### config.mk
export PLATFORM = sky130hd
export DESIGN_NAME = corefifo_graycodec_pipe
export DESIGN_NICKNAME = d
export VERILOG_FILES = /design/src/rtl/corefifo_graycodec_pipe.sv
export SDC_FILE = /design/constraint.sdc
export NUM_CORES = 1
export LEC_CHECK = 0
export ABC_CLOCK_PERIOD_IN_PS = 2400
export CORE_ASPECT_RATIO = 1.25
export CORE_MARGIN = 1
export CORE_UTILIZATION = 30
export CTS_BUF_LIST = sky130_fd_sc_hd__clkbuf_8
export CTS_CLUSTER_SIZE = 24
export DETAILED_ROUTE_END_ITERATION = 6
export HOLD_SLACK_MARGIN = 0.03
export MAX_ROUTING_LAYER = met4
export PLACE_DENSITY = 0.58
export SLEW_MARGIN = 20
export SYNTH_ARGS = -nofsm -noshare
export SYNTH_HDL_FRONTEND = slang
export SYNTH_SLANG_ARGS = --single-unit
### constraint.sdc
create_clock -name clk -period 2.4 [get_ports clk]
set_clock_uncertainty 0.2 [all_clocks]
set_input_delay 0.48 -clock clk [delete_from_list [all_inputs] [get_ports clk]]
set_output_delay 0.48 -clock clk [all_outputs]
set_load 0.02 [all_outputs]
### src/rtl/corefifo_graycodec_pipe.sv
// Pipelined bidirectional Gray/binary converter with valid/ready handshake.
// Gray-to-binary beats are checked for single-step adjacency against the previous Gray word.
module corefifo_graycodec_pipe #(
    parameter int ADDRWIDTH = 3,
    parameter int STAGES    = 2
) (
    input  logic               clk,
    input  logic               rstn,
    input  logic               in_valid,
    output logic               in_ready,
    input  logic [ADDRWIDTH:0] in_data,
    input  logic               in_mode,
    output logic               out_valid,
    input  logic               out_ready,
    output logic [ADDRWIDTH:0] out_data,
    output logic               out_mode,
    output logic               out_err,
    output logic               err_sticky,
    input  logic               err_clr
);

    localparam int N    = ADDRWIDTH + 1;
    localparam int SDIV = (STAGES < 1) ? 1 : STAGES;
    localparam int SEG  = (N + SDIV - 1) / SDIV;
    localparam int LAST = SDIV - 1;

    generate
        if (STAGES < 1 || STAGES > N) begin : g_bad_stages
            $fatal(1, "corefifo_graycodec_pipe: STAGES must lie in 1..ADDRWIDTH+1");
        end
    endgenerate

    // Resolve one MSB-first segment of the Gray->binary XOR chain; bits above it are already binary.
    function automatic logic [N-1:0] resolve_seg(input logic [N-1:0] w, input int k);
        logic [N-1:0] r;
        int hi;
        int lo;
        r  = w;
        hi = N - 1 - k * SEG;
        lo = hi - SEG + 1;
        for (int i = N - 2; i >= 0; i--) begin
            if (i <= hi && i >= lo) r[i] = r[i] ^ r[i+1];
        end
        return r;
    endfunction

    function automatic logic [N-1:0] bin2gray(input logic [N-1:0] b);
        return b ^ (b >> 1);
    endfunction

    function automatic logic multi_bit(input logic [N-1:0] x);
        int c;
        c = 0;
        for (int i = 0; i < N; i++) begin
            if (x[i]) c++;
        end
        return c > 1;
    endfunction

    logic [SDIV-1:0] vld_p;
    logic [SDIV-1:0] mode_p;
    logic [SDIV-1:0] err_p;
    logic [SDIV-1:0] load;
    logic [N-1:0]    data_p [SDIV];
    logic [N-1:0]    ref_word;
    logic            ref_vld;
    logic            accept;
    logic [N-1:0]    word_p0;
    logic            err_p0;

    // A stage may load when empty or when its content moves on this cycle.
    always_comb begin : handshake
        logic acc;
        acc  = out_ready;
        load = '0;
        for (int k = LAST; k >= 0; k--) begin
            acc     = !vld_p[k] || acc;
            load[k] = acc;
        end
    end

    assign in_ready = rstn && load[0];
    assign accept   = in_valid && in_ready;

    always_comb begin
        word_p0 = in_mode ? bin2gray(in_data) : resolve_seg(in_data, 0);
        err_p0  = !in_mode && ref_vld && multi_bit(in_data ^ ref_word);
    end

    always_ff @(posedge clk) begin
        if (!rstn) begin
            vld_p    <= '0;
            mode_p   <= '0;
            err_p    <= '0;
            ref_word <= '0;
            ref_vld  <= 1'b0;
            for (int k = 0; k < SDIV; k++) data_p[k] <= '0;
        end else begin
            // stage 0: first segment, Gray encode, adjacency check
            if (load[0]) begin
                vld_p[0] <= accept;
                if (accept) begin
                    data_p[0] <= word_p0;
                    mode_p[0] <= in_mode;
                    err_p[0]  <= err_p0;
                end
            end
            if (accept && !in_mode) begin
                ref_word <= in_data;
                ref_vld  <= 1'b1;
            end
            // stages 1..LAST: remaining segments, Gray-encoded words pass unchanged
            for (int k = 1; k < SDIV; k++) begin
                if (load[k]) begin
                    vld_p[k] <= vld_p[k-1];
                    if (vld_p[k-1]) begin
                        data_p[k] <= mode_p[k-1] ? data_p[k-1] : resolve_seg(data_p[k-1], k);
                        mode_p[k] <= mode_p[k-1];
                        err_p[k]  <= err_p[k-1];
                    end
                end
            end
        end
    end

    assign out_valid = vld_p[LAST];
    assign out_data  = data_p[LAST];
    assign out_mode  = mode_p[LAST];
    assign out_err   = err_p[LAST];

    // Setting on an errored handoff takes priority over a simultaneous clear.
    always_ff @(posedge clk) begin
        if (!rstn) begin
            err_sticky <= 1'b0;
        end else if (out_valid && out_ready && out_err) begin
            err_sticky <= 1'b1;
        end else if (err_clr) begin
            err_sticky <= 1'b0;
        end
    end

endmodule

### Word level (Yosys, flattened, before mapping)

Memory sizes are Yosys's and may differ from the RTL's.
Cells that the tools add are included.

* reductions and logical operators: 15
* bitwise gates (word level): 7
* order comparisons: 1
* mux-type cells: 25
* add/sub/neg operators: 3

Operators by type and width (count)
* $add 32x2->32 const B: 3
* $mux 32: 3
* $gt 32x2->1 const B: 1
* $mux 1: 18
* $mux 4: 3
* $logic_and 1x1->1: 7
* $reduce_and 2->1: 2
* $xor 4x3->4: 1
* $xor 4x4->4: 1
* $logic_not 1->1: 3
* $xor 1x1->1: 3
* $logic_or 1x1->1: 2
* $mux 2: 1
* $or 1x1->1: 2
* $reduce_bool 2->1: 1

* register bits: 12
* RAM bits: 8
* memories: 1
* output and inout port bits: 9

Memory list
* data_p: depth 2, bits a word 4, read ports 2, clocked after Yosys merged registers in 0, wr ports 2, RTL line 64 `logic [N-1:0] data_p [SDIV];`

### Logic depth before layout (Yosys ltp)

An unclocked memory read counts as a cell.

* word-level depth: 11
* mapped depth: 7

### Worst setup path after synthesis

OpenSTA, ideal clock, no wires.

* path kind: input -> register
* start: input in_data[1]
* end: register err_p[0]
* library setup time: 0.130 ns
* arrival time: 1.426 ns
* cell stages on the path: 7
* data required time: 2.070 ns
* slack: 0.643 ns
* path through: xor2_2 inv_2 ha_1 a21oi_1 nor2_1 o221ai_1 o211ai_1

* cells in the longest elaborated chain, start to end: 8

Ends and longest elaborated chain
* start: declaration: RTL line 11 `input logic [ADDRWIDTH:0] in_data,`
* $xor 4x4->4 *: RTL line 87 `err_p0 = !in_mode && ref_vld && multi_bit(in_data ^ ref_word);`
* $mux 32 *: RTL line 55 `if (x[i]) c++;`
* $add 32x2->32: RTL line 55
* $mux 32 *: RTL line 55
* $add 32x2->32: RTL line 55
* $mux 32 *: RTL line 55
* $gt 32x2->1 *: RTL line 57 `return c > 1;`
* $logic_and 1x1->1 *: RTL line 87
* end signal: assignment: RTL line 105 `err_p[0] <= err_p0;`
* end signal: indexed assignment: RTL line 119 `err_p[k] <= err_p[k-1];`
* end: declaration: RTL line 62 `logic [SDIV-1:0] err_p;`

Mark *: on every way between the ends. The rest lies on a longest branch, timed or not.
A chain may end at the register's enable or synchronous reset.

### Worst setup path in the final report

* start: input out_ready
* end: output in_ready

* cells in the longest elaborated chain, start to end: 3

Ends and longest elaborated chain
* start: declaration: RTL line 14 `input logic out_ready,`
* $logic_or 1x1->1 (2 in a row): RTL line 77 `acc = !vld_p[k] || acc;`
* $logic_and 1x1->1: RTL line 82 `assign in_ready = rstn && load[0];`
* end: declaration: RTL line 10 `output logic in_ready,`

Every way passes these cells.

==> results.sh <==
export IMPL_slowest_stage="clkdlybuf4s50_1"
export IMPL_drive_gt1_frac=0.127
export IMPL_start_kind="input port"
export IMPL_peakVddDrop_mv=0.263
export IMPL_fp_row_count=23
export IMPL_synth_seq_cells=20
export IMPL_final_util=0.410
export IMPL_fp_dieW_um=54.2
export IMPL_drcViolationCount=0
export IMPL_multi_input_area_um2=482
export IMPL_reg2reg_slack_ns=0.65
export IMPL_hp_start="ref_vld$_SDFFE_PN0P_"
export IMPL_path_class="in -> out"
export IMPL_worst_setup_path_end_kind="primary output"
export IMPL_yosys_warnings=0
export IMPL_num_vias=749
export IMPL_crit_path_start="out_ready"
export IMPL_r2r_end="err_p[0]$_SDFFE_PN0P_"
export IMPL_coreArea_um2=3220
export IMPL_nFillCells=352
export IMPL_power_w=0.000772
export IMPL_clockBufferDepth=2
export IMPL_ys_top_cells_by_area="dfxtp_1 24%, edfxtp_1 24%, nor2_1 4.4%"
export IMPL_track_usage=0.122
export IMPL_synthFlopType="dfxtp_1"
export IMPL_gp_congestion=0.773
export IMPL_num_io_pins=19
export IMPL_period_share=0.949
export IMPL_fin_area_um2=1320
export IMPL_synth_edf_count=8
export IMPL_slew_headroom=0.624
export IMPL_pwr_share_clk=0.322
export IMPL_first_pass_iters=4
export IMPL_clkTransAtPathRegs_ns=0.07
export IMPL_min_path_type="reg -> reg"
export IMPL_crit_path_cell_trace="clkdlybuf4s50_1, nand3b_1, and2_1, dlygate4sd2_1"
export IMPL_max_freq_mhz=439
export IMPL_critPathBufInv=2
export IMPL_syn_avg_cell_area_um2=10.0
export IMPL_setup_viol_count_final=0
export IMPL_via_per_inst=4.60
export IMPL_switching_share=0.235
export IMPL_layout_nets=139
export IMPL_final_max_slew_viol_count=0
export IMPL_worstPathRequired_ns=1.72
export IMPL_p_per_area_nw_per_um2=584
export IMPL_power_switching_w=0.000182
export IMPL_r2r_start="ref_word[1]$_SDFFE_PN0P_"
export IMPL_clkSinkCount=20
export IMPL_drv_cap=0
export IMPL_status="finished, final reports clean"
export IMPL_numCtsBuffers=3
export IMPL_seqCellArea_um2=480
export IMPL_wirelength_mm=1.81
export IMPL_placed_cells=159
export IMPL_hold_buffers=0
export IMPL_clk_insertion_delay_late_ns=0.25
export IMPL_ys_seq_area_frac=0.470
export IMPL_first_global_vias=768
export IMPL_netlist_cell_type_count=32
export IMPL_netlist_top_cells_count="12 x dfxtp_1, 12 x nor2_1, 9 x nand2_1"
export IMPL_root_buffer="clkbuf_8"
export IMPL_io_buffer_count=18
export IMPL_diodes=0
export IMPL_die_h_um=67.3
export IMPL_share_comb_of_total_power=0.178
export IMPL_wl_per_cell_um=11.1
export IMPL_first_iter_violations=19
export IMPL_grt_max_degree=15
export IMPL_min_to="ref_vld$_SDFFE_PN0P_"
export IMPL_ys_async_sr_fraction=0
export IMPL_finalHoldViolCount=0
export IMPL_p_int_w=0.000590
export IMPL_antenna_left=0
export IMPL_grt_ovfl_total=0
export IMPL_die_area_um2=3650
export IMPL_cts_tree="done"
export IMPL_p_seq_frac=0.500
export IMPL_period_minus_slack_ns=2.28
export IMPL_crit_fanout=3
export IMPL_floorplan_initialDensity=0.317
export IMPL_worstPathArrival_ns=1.60
export IMPL_synthCells=102
export IMPL_setup_tns_ns=0
export IMPL_grt_pass1_wl_mm=3.17
export IMPL_synth_top_area_share=0.235
export IMPL_dp_hpwl_mm=1.45
export IMPL_h_tree_depth=1
export IMPL_synth_fp_nets=114
export IMPL_area_growth_pct=29.3
export IMPL_yosys_area_top_type="dfxtp_1"
export IMPL_min_path_cells=2
export IMPL_synth_cell_area_um2=1020
export IMPL_placed_area_um2=1270
export IMPL_cellLeakagePower_nw=0.533
export IMPL_antenna_found_initial=0
export IMPL_rsz0062_at_grt="no"
export IMPL_reg2reg_depth=7
export IMPL_stdcell_count=163
export IMPL_slowest_delay_ns=0.43
export IMPL_crit_family="buffers and inverters"
export IMPL_tightestPinTransition_ns=0.560
==> stage by stage <==
stage          worst slack, ns  hold WS [ns]
2_1_floorplan            0.643         0.217
3_3_place_gp            -0.113         0.234
3_5_place_dp            -0.136         0.237
4_1_cts                  0.121         0.248
5_1_grt                 0.0583         0.275
6_report                 0.123         0.244
==> cells by family (layout without fill, tap and decap cells) <==
group                    after synthesis  count (layout)  synth area share
AO/OA/AOI/OAI                         16              16            0.0991
buffers and inverters                 12              36            0.0587
flip-flops                            20              20             0.470
AND/OR/NAND/NOR                       38              38             0.190
XOR/XNOR                              10              10             0.119
adder cells (fa/ha/maj)                2               2            0.0245
multiplexers                           4               4            0.0392
==> cell type report <==
| class | instances | share of cell area |
|---|---|---|
| Multi-Input combinational cell | 70 | 0.365 |
| Sequential cell | 20 | 0.364 |
| Timing Repair Buffer | 25 | 0.175 |
| Clock buffer | 4 | 0.0417 |
| Tap cell | 37 | 0.0350 |
| Inverter | 7 | 0.0199 |
==> power by group through the flow <==
stage               Sequential [W]  Combinational (W)  Clock, W
global route              0.000389           0.000154  0.000272
CTS                       0.000386           0.000140  0.000255
finish                    0.000386           0.000138  0.000248
floorplan                 0.000393          0.0000838         0
global placement          0.000393           0.000135         0
detailed placement        0.000394           0.000139         0
==> repair_timing <==
item,in CTS,in global routing
buffers inserted,0,0
resized for setup,1,0
endpoints found under the setup margin,1,0
==> cell usage in the layout, fill, tap and decap left out, drive strengths merged, types with 3 or more instances in the layout <==
master and n:
clkdlybuf4s50 17, clkbuf 4, xnor2 5, buf 7
nand2 9, a21oi 5, o21ai 3, a21boi 3
inv 7, nor2b 7, xor2 5, dfxtp 12
nor2 12, edfxtp 8, mux2i 4
==> sequential cells by signal (all words and copies together) (netlist names) <==
| signal | cells |
|---|---|
| vld_p | 2 |
| err_sticky | 1 |
| data_p | 8 |
| err_p | 2 |
| ref_word | 4 |
| mode_p | 2 |
| ref_vld | 1 |
==> worst register-to-register path: stages, from the launching register on <==
cell,delay [ns]
dfxtp_1,0.38
xor2_2,0.21
inv_2,0.06
ha_1,0.29
a21oi_1,0.13
nor2_1,0.06
o221ai_1,0.19
o211ai_1,0.11
==> metal layers <==
layer	track usage	wire [um]
met5	-	0
met4	0.0385	21
met3	0.0203	47
met2	0.223	1020
met1	0.130	722
==> worst max-delay path by stage <==
stage,end,cells after the start
after floorplan,err_p[0]$_SDFFE_PN0P_,7
after global placement,in_ready,4
after detailed placement,in_ready,4
after CTS,in_ready,4
after global routing,in_ready,4
final,in_ready,4
(Power assumes the default switching activity.)
